## src/rtl/uart.sv

```systemverilog
// 8N1 serial UART on the CSR bus: transmitter, 16x-oversampling receiver,
// programmable baud divisor and a loopback ("thru") mode.
module uart #(
    parameter logic [3:0]  csr_addr = 4'h0,
    parameter int unsigned clk_freq = 100000000,
    parameter int unsigned baud     = 115200
) (
    input  logic        sys_clk,
    input  logic        sys_rst,
    input  logic [13:0] csr_a,
    input  logic        csr_we,
    input  logic [31:0] csr_di,
    output logic [31:0] csr_do,
    output logic        rx_irq,
    output logic        tx_irq,
    input  logic        uart_rx,
    output logic        uart_tx
);

    localparam int unsigned div_full  = clk_freq / (16 * baud);
    localparam logic [15:0] div_reset = div_full[15:0];

    typedef enum logic [1:0] {TX_IDLE, TX_START, TX_DATA, TX_STOP} tx_state_t;
    typedef enum logic [2:0] {RX_IDLE, RX_START, RX_DATA, RX_STOP, RX_WAIT} rx_state_t;

    // ---------------- CSR decode ----------------
    logic        sel;
    logic        wr_rxtx;
    logic        wr_div;
    logic        wr_ctrl;
    logic [15:0] divisor;
    logic        thru;
    logic [31:0] rd_data;
    logic        unused_bits;

    assign sel     = (csr_a[13:10] == csr_addr);
    assign wr_rxtx = sel & csr_we & (csr_a[1:0] == 2'd0);
    assign wr_div  = sel & csr_we & (csr_a[1:0] == 2'd1);
    assign wr_ctrl = sel & csr_we & (csr_a[1:0] == 2'd2);

    // Address bits between the bank field and the register field are don't-care.
    assign unused_bits = ^{csr_a[9:2], csr_di[31:16]};

    // Configuration registers: divisor and loopback enable.
    // NOTE: sequential state is always assigned with <= so every flop samples pre-edge values.
    always_ff @(posedge sys_clk or negedge sys_rst) begin
        if (!sys_rst) begin
            divisor <= div_reset;
            thru    <= 1'b0;
        end else begin
            if (wr_div)  divisor <= csr_di[15:0];
            if (wr_ctrl) thru    <= csr_di[0];
        end
    end

    // ---------------- Baud tick ----------------
    logic [15:0] baud_cnt;
    logic [15:0] div_m1;
    logic [15:0] new_div_m1;
    logic        tick16;

    // A divisor of 0 behaves like 1, i.e. a tick every cycle.
    assign div_m1     = (divisor == 16'd0) ? 16'd0 : divisor - 16'd1;
    assign new_div_m1 = (csr_di[15:0] == 16'd0) ? 16'd0 : csr_di[15:0] - 16'd1;
    assign tick16     = (baud_cnt == 16'd0);

    // Down-counter producing one tick16 every divisor cycles; reloaded on a divisor write.
    always_ff @(posedge sys_clk or negedge sys_rst) begin
        if (!sys_rst)          baud_cnt <= 16'd0;
        else if (wr_div)       baud_cnt <= new_div_m1;
        else if (tick16)       baud_cnt <= div_m1;
        else                   baud_cnt <= baud_cnt - 16'd1;
    end

    // ---------------- Transmitter ----------------
    tx_state_t   tx_state, tx_state_n;
    logic [3:0]  tx_tick, tx_tick_n;
    logic [2:0]  tx_bit, tx_bit_n;
    logic [7:0]  tx_shift, tx_shift_n;
    logic        tx_done;
    logic        tx_busy;
    logic        tx_line;

    assign tx_busy = (tx_state != TX_IDLE);

    // TX state and datapath registers.
    always_ff @(posedge sys_clk or negedge sys_rst) begin
        if (!sys_rst) begin
            tx_state <= TX_IDLE;
            tx_tick  <= 4'd0;
            tx_bit   <= 3'd0;
            tx_shift <= 8'd0;
            tx_irq   <= 1'b0;
        end else begin
            tx_state <= tx_state_n;
            tx_tick  <= tx_tick_n;
            tx_bit   <= tx_bit_n;
            tx_shift <= tx_shift_n;
            tx_irq   <= tx_done;
        end
    end

    // TX next state: each bit spans 16 ticks; writes while busy fall through unused.
    // NOTE: every output of a combinational block gets a default first so no latch is inferred.
    always_comb begin
        tx_state_n = tx_state;
        tx_tick_n  = tx_tick;
        tx_bit_n   = tx_bit;
        tx_shift_n = tx_shift;
        tx_done    = 1'b0;
        if (tx_state == TX_IDLE) begin
            if (wr_rxtx) begin
                tx_state_n = TX_START;
                tx_shift_n = csr_di[7:0];
                tx_tick_n  = 4'd0;
                tx_bit_n   = 3'd0;
            end
        end else if (tick16) begin
            tx_tick_n = tx_tick + 4'd1;
            if (tx_tick == 4'd15) begin
                case (tx_state)
                    TX_START: tx_state_n = TX_DATA;
                    TX_DATA: begin
                        tx_shift_n = {1'b0, tx_shift[7:1]};
                        if (tx_bit == 3'd7) tx_state_n = TX_STOP;
                        else                tx_bit_n   = tx_bit + 3'd1;
                    end
                    default: begin
                        tx_state_n = TX_IDLE;
                        tx_done    = 1'b1;
                    end
                endcase
            end
        end
    end

    // Serial level driven by the transmitter.
    always_comb begin
        tx_line = 1'b1;
        case (tx_state)
            TX_START: tx_line = 1'b0;
            TX_DATA:  tx_line = tx_shift[0];
            default:  tx_line = 1'b1;
        endcase
    end

    // ---------------- Receiver ----------------
    logic        rx_s1, rx_s2;
    rx_state_t   rx_state, rx_state_n;
    logic [3:0]  rx_tick, rx_tick_n;
    logic [2:0]  rx_bit, rx_bit_n;
    logic [7:0]  rx_shift, rx_shift_n;
    logic [7:0]  rx_data;
    logic        rx_good;

    // Two-flop synchronizer for the asynchronous serial input; idles high.
    always_ff @(posedge sys_clk or negedge sys_rst) begin
        if (!sys_rst) begin
            rx_s1 <= 1'b1;
            rx_s2 <= 1'b1;
        end else begin
            rx_s1 <= uart_rx;
            rx_s2 <= rx_s1;
        end
    end

    // RX state, datapath and received-byte holding register.
    always_ff @(posedge sys_clk or negedge sys_rst) begin
        if (!sys_rst) begin
            rx_state <= RX_IDLE;
            rx_tick  <= 4'd0;
            rx_bit   <= 3'd0;
            rx_shift <= 8'd0;
            rx_data  <= 8'd0;
            rx_irq   <= 1'b0;
        end else begin
            rx_state <= rx_state_n;
            rx_tick  <= rx_tick_n;
            rx_bit   <= rx_bit_n;
            rx_shift <= rx_shift_n;
            rx_irq   <= rx_good;
            if (rx_good) rx_data <= rx_shift;
        end
    end

    // RX next state: confirm start at mid-bit, then sample every 16 ticks.
    always_comb begin
        rx_state_n = rx_state;
        rx_tick_n  = rx_tick;
        rx_bit_n   = rx_bit;
        rx_shift_n = rx_shift;
        rx_good    = 1'b0;
        case (rx_state)
            RX_IDLE: begin
                if (!rx_s2) begin
                    rx_state_n = RX_START;
                    rx_tick_n  = 4'd0;
                end
            end
            RX_START: begin
                if (tick16) begin
                    if (rx_tick == 4'd7) begin
                        rx_tick_n = 4'd0;
                        rx_bit_n  = 3'd0;
                        rx_state_n = rx_s2 ? RX_IDLE : RX_DATA;
                    end else begin
                        rx_tick_n = rx_tick + 4'd1;
                    end
                end
            end
            RX_DATA: begin
                if (tick16) begin
                    rx_tick_n = rx_tick + 4'd1;
                    if (rx_tick == 4'd15) begin
                        rx_shift_n = {rx_s2, rx_shift[7:1]};
                        if (rx_bit == 3'd7) rx_state_n = RX_STOP;
                        else                rx_bit_n   = rx_bit + 3'd1;
                    end
                end
            end
            RX_STOP: begin
                if (tick16) begin
                    rx_tick_n = rx_tick + 4'd1;
                    if (rx_tick == 4'd15) begin
                        if (rx_s2) begin
                            rx_state_n = RX_IDLE;
                            rx_good    = 1'b1;
                        end else begin
                            rx_state_n = RX_WAIT;
                        end
                    end
                end
            end
            RX_WAIT: begin
                if (rx_s2) rx_state_n = RX_IDLE;
            end
            default: rx_state_n = RX_IDLE;
        endcase
    end

    // ---------------- Read path and serial output ----------------
    // Read mux for the currently presented register.
    always_comb begin
        rd_data = 32'd0;
        case (csr_a[1:0])
            2'd0:    rd_data = {24'd0, rx_data};
            2'd1:    rd_data = {16'd0, divisor};
            2'd2:    rd_data = {31'd0, thru};
            default: rd_data = {31'd0, tx_busy};
        endcase
    end

    // Registered read data, zero when the bank is not selected.
    always_ff @(posedge sys_clk or negedge sys_rst) begin
        if (!sys_rst) csr_do <= 32'd0;
        else          csr_do <= sel ? rd_data : 32'd0;
    end

    assign uart_tx = thru ? rx_s2 : tx_line;

endmodule

```

## config.mk

```make
export PLATFORM = sky130hd
export DESIGN_NAME = uart
export DESIGN_NICKNAME = d
export VERILOG_FILES = /design/src/rtl/uart.sv
export SDC_FILE = /design/constraint.sdc
export NUM_CORES = 1
export LEC_CHECK = 0
export ABC_AREA = 1
export BUFFER_PORTS_ARGS = -buffer_cell sky130_fd_sc_hd__buf_4
export CORE_MARGIN = 1.5
export CORE_UTILIZATION = 50
export CTS_CLUSTER_SIZE = 8
export DETAILED_ROUTE_END_ITERATION = 8
export GPL_ROUTABILITY_DRIVEN = 1
export PLACE_DENSITY = 0.71
export SLEW_MARGIN = 30
export SYNTH_ARGS = -nofsm -noshare
export SYNTH_HDL_FRONTEND = slang
export SYNTH_SLANG_ARGS = --single-unit
```

## constraint.sdc

```tcl
create_clock -name sys_clk -period 1.8 [get_ports sys_clk]
set_input_delay 0.09 -clock sys_clk [delete_from_list [all_inputs] [get_ports sys_clk]]
set_output_delay 0.09 -clock sys_clk [all_outputs]
set_load 0.05 [all_outputs]
```

After elaboration in Yosys (flattened, before gate mapping)
Index checks and enable logic that the tools add are counted.

Bits in latches: 0. Input bits: 50. Logic and storage cells: 137. Flip-flop bits (word level): 112. Memories kept: 0. ROM bits: 0. RAM bits: 0.

Div/mod/pow operators: 0. Reduce and logical (&&, ||, !) cells: 23. Bitwise logic cells: 4. Add/subtract/negate cells: 7. Multiplexer cells: 59. Multipliers: 0. $lt $le $gt $ge: 0. Shifts and indexed selects: 0. Equality and inequality tests: 27.

Operators by type and width (count): $mux W16 (4); $mux W3 (21); $logic_not A16 Y1 (3); $pmux W16 S3 (1); $sub A16 B1 Y16 const B (3); $mux W8 (5); $mux W32 (1); $mux W4 (7); $ne A2 B2 Y1 const B (12); $pmux W3 S5 (1); $mux W2 (6); $pmux W4 S3 (1); $reduce_and A4 Y1 (3); $reduce_bool A2 Y1 (5); $eq A3 B3 Y1 const B (3); $mux W1 (9); $reduce_and A9 Y1 (1); $add A4 B1 Y4 const B (2); $eq A4 B4 Y1 const B (2); $add A3 B1 Y3 const B (2); $eq A3 B2 Y1 const B (2); $pmux W3 S2 (1); $reduce_and A6 Y1 (1); $reduce_and A5 Y1 (1); 16 further kinds (23).

Depth between registers and ports, before layout
Word-level depth: 6. Mapped depth: 11. Depth with buffers taken out: 11.

Worst setup path after synthesis
Ideal clock, no wire load.

Path kind: register to output. From: register rx_s2. To: output port uart_tx. Arrival time: 1746 ps. Buffers on the path: 0. Required time: 1710 ps. Setup slack: -36 ps. Stages on the path, launching flop included: 3. Cell sequence: dfstp_2 -> inv_1 -> o21ai_0.

Longest elaborated chain between the ends: 1.

RTL lines: start: declaration (RTL line 148) `logic rx_s1, rx_s2;`; start signal: assignment (RTL line 163) `rx_s2 <= rx_s1;`; $mux W1 (RTL line 259) `assign uart_tx = thru ? rx_s2 : tx_line;`; end: declaration (RTL line 17) `output logic uart_tx`.

No other way between the ends.

Final worst setup path
From: register baud_cnt[11]. To: register baud_cnt[8].

Longest elaborated chain between the ends: 3.

RTL lines: start: declaration (RTL line 57) `logic [15:0] baud_cnt;`; start signal: assignment (RTL line 70) `else if (wr_div) baud_cnt <= new_div_m1;`; start signal: assignment (RTL line 71) `else if (tick16) baud_cnt <= div_m1;`; start signal: assignment (RTL line 72) `else baud_cnt <= baud_cnt - 16'd1;`; $logic_not A16 Y1 (RTL line 65) `assign tick16 = (baud_cnt == 16'd0);`; $mux W16 (RTL line 71); $mux W16 (RTL line 70).

No other way between the ends. A chain may end at the register's enable or synchronous reset.

==> run_results.csv <==
group,metric,value,unit
setup_path,critPathKind,"flip-flop to flip-flop",
detailed_routing,viasPerCell,5.35,
clock_tree,cts_root_buf,"clkbuf_16",
detailed_routing,drt_iter0_drc,401,
setup_path,worst_r2r_path_depth,10,
clock_tree,clock-sinks,96,
final_layout,drive_gt1_share,18.1,%
power_and_ir_drop,vdd_drop_max,0.000754,V
setup_path,cp-startpoint,"baud_cnt[11]",
sta,period_minus_slack,1.72,ns
clock_tree,clock_path_buffers,2,
setup_path,crit_arrival,2.02,ns
global_route,grt_start_max_net_pins,65,
synthesis,synth_cells,801,
hold_path,min_from,"csr_di[10]",
clock_tree,worstSkewPairLatency,0.36,ns
final_layout,utilization,60.9,%
die,die_h,111,um
place,dp_hpwl,11400,um
die,die_w,111,um
synthesis,ys_ff_latch,96,
power_and_ir_drop,power,6490,uW
detailed_routing,drc,0,
sta,slew_viol_final,0,
setup_path,crit_chain,"nor2_2 -> nand2_2 -> inv_2 -> nand2_2 -> nor2_4 -> buf_6 -> nand4_1 -> nand2_1 -> nand2_1 -> nand2_1",
synthesis,synth_top_area_share,38.7,%
synthesis,ys_types,38,
setup_path,start_kind,"flip-flop",
detailed_routing,drtPass1Iterations,7,
detailed_routing,vias,5498,
hold_path,hold_path.class,"primary input to flip-flop",
sta,setup_viol,0,
die,start_util,51.2,%
sta,holdWs,0.00351,ns
die,ios,85,
global_route,antenna_found_initial,0,
setup_path,cp-end-kind,"flip-flop",
setup_path,cpMostUsedCell,"nand2_1",
flow_run,maxCapViolations,0,
setup_path,critical_path.max_fanout,7,
setup_path,r2r_start,"baud_cnt[11]",
detailed_routing,drtAntennaViolNets,0,
synthesis,syn_area_per_cell,7.26,um^2
place,port_buffers,44,
sta,maxSlewHeadroom,52.1,%
setup_path,max_stage_delay,0.42,ns
die,die_area,12300,um^2
clock_tree,cts_tree,"done",
clock_tree,clkTransAtPathRegs,0.08,ns
global_route,overflow,0,
status,status,"finished clean",
sta,setup_slack,0.0796,ns
sta,rsz0062_at_grt,"true",
detailed_routing,wl_per_cell,14.8,um
synthesis,syn_area,5820,um^2
power_and_ir_drop,power_density,937,nW/um^2
synthesis,yosysWarningCount,0,
synthesis,yosysTopAreaCell,"dfrtp_1",
place,post-place-ws,-0.00930,ns
final_layout,diodes,0,
place,place_congestion,0.928,
sta,setup-tns-final,0,ns
setup_path,cpMaxStageDelayCell,"dfrtp_1",
global_route,track_usage,25.5,%
hold_path,worstHoldPathCells,3,
sta,fin_worst_skew,0.00910,ns
die,rows,39,
clock_tree,h-tree-depth,3,
clock_tree,cts_buffers,9,
sta,fmax,581,MHz
final_layout,nNetsFinal,944,
sta,finalHoldViolCount,0,
synthesis,synth_area_leaders,"dfrtp_1, nand2_1, nand3_1",
final_layout,area_growth,19.0,%
power_and_ir_drop,p_leak,0.00348,uW
die,core_area,11400,um^2
detailed_routing,wirelength,15200,um
synthesis,ys_seq_area_share,41.4,%
setup_path,required,2.10,ns
sta,period_share,95.6,%
global_route,grt_pass1_wl,25000,um
global_route,grt_pass1_vias,5309,
sta,worst_slew_pin_slew,0.718,ns
-- per-stage QoR --
stage / area (um^2) / cells
after floorplan: 5870 / 816
after global placement: 6410 / 1000
after detailed placement: 6410 / 1000
after CTS: 6800 / 1024
after global routing: 6930 / 1028
final: 6930 / 1028
-- worst paths after layout --
path                          endpoint  slack (ns)
setup / recovery           baud_cnt[8]        0.08
hold / removal             divisor[10]       0.004
setup reg to reg           baud_cnt[8]        0.08
hold reg to reg                  rx_s2        0.36
max in group asynchronous        rx_s1        1.16
min in group asynchronous    csr_do[9]        0.27
-- layer usage --
metal  routed length (um)  vias up  track usage (%)
met1                 6420     2573             32.1
met2                 7470      204             44.3
li1                     -     2692                -
met4                  406        0             10.3
met3                  907       29             3.55
met5                    0        -                0
-- power breakdown --
group          switching, uW  leakage [uW]  internal, uW
Sequential               251       0.00122          2430
Clock                    935      0.000146          1110
Combinational           1140       0.00212           632
Total                   2320       0.00348          4170
-- registers in the layout (all words and copies together), names as in the netlist, 4 cells and up --
register and count:
baud_cnt 16, csr_do 16, divisor 16, rx_data 8, rx_shift 8, tx_shift 8
rx_tick 4, tx_tick 4
-- cell families (layout without fill, tap and decap cells) --
group | after synthesis | after routing | synth area share [%]
XOR/XNOR | 19 | 19 | 2.86
flip-flops | 96 | 96 | 41.4
buffers and inverters | 120 | 189 | 9.31
AO/OA/AOI/OAI | 93 | 93 | 8.90
other | 1 | 16 | 0.0645
AND/OR/NAND/NOR | 458 | 458 | 34.4
adder cells (fa/ha/maj) | 14 | 14 | 3.01
-- Yosys cell counts --
| master | instances |
|---|---|
| nand2_1 | 240 |
| dfrtp_1 | 90 |
| nor2_1 | 90 |
| inv_1 | 82 |
| nand3_1 | 71 |
| o21ai_0 | 55 |
| a21oi_1 | 18 |
| buf_4 | 18 |
| nand4_1 | 15 |
| xor2_1 | 15 |
| ha_1 | 14 |
| nor3_1 | 13 |
| o21ai_2 | 9 |
| nor2_2 | 7 |
| o21ai_1 | 7 |
| dfstp_2 | 6 |
| inv_2 | 6 |
| nand2_2 | 6 |
| nor2_4 | 6 |
| buf_2 | 5 |
| clkbuf_1 | 4 |
| xnor2_1 | 4 |
| buf_6 | 2 |
| clkinv_2 | 2 |
| nand2_4 | 2 |
| o211ai_1 | 2 |
| a211oi_1 | 1 |
| and2_1 | 1 |
| clkinv_1 | 1 |
| conb_1 | 1 |
| nand3_2 | 1 |
| nand3b_1 | 1 |
| nand3b_2 | 1 |
| nand4_4 | 1 |
| nor3_2 | 1 |
| nor4_1 | 1 |
| o21ai_4 | 1 |
| or2_0 | 1 |
-- what timing repair did --
item | 4_1_cts | 5_1_grt
hold buffers | 8 | 0
hold endpoints to repair | 97 | 0
endpoints found under the setup margin | 2 | 58
gates cloned | 0 | 0
buffers inserted | 0 | 4
gates resized for setup | 1 | 33
pin swaps | 0 | 11
-- cells in the final DEF, fill, tap and decap left out, types with 4 or more instances in the layout --
cell type / count
a21oi_1: 18
buf_4: 68
clkbuf_16: 9
conb_1: 16
dfrtp_1: 90
dfstp_2: 6
dlygate4sd3_1: 8
ha_1: 11
inv_1: 77
inv_2: 11
nand2_1: 235
nand2_2: 10
nand3_1: 71
nand4_1: 15
nor2_1: 86
nor2_2: 10
nor2_4: 7
nor3_1: 12
o21ai_0: 48
o21ai_1: 11
o21ai_2: 12
xnor2_1: 4
xor2_1: 15
-- worst max-delay path: cells and delay by family (launching register included) --
kind	cells	cell delay, ns
simple gates	8	0.96
flops	1	0.42
buf+inv	2	0.27
-- cell type report --
class | instances | area [um^2]
Inverter | 91 | 344
Clock inverter | 7 | 85.1
Fill cell | 1056 | 4440
Tap cell | 143 | 179
Sequential cell | 96 | 2410
Timing Repair Buffer | 82 | 684
Clock buffer | 9 | 225
Multi-Input combinational cell | 600 | 3000
(Power assumes the default switching activity.)
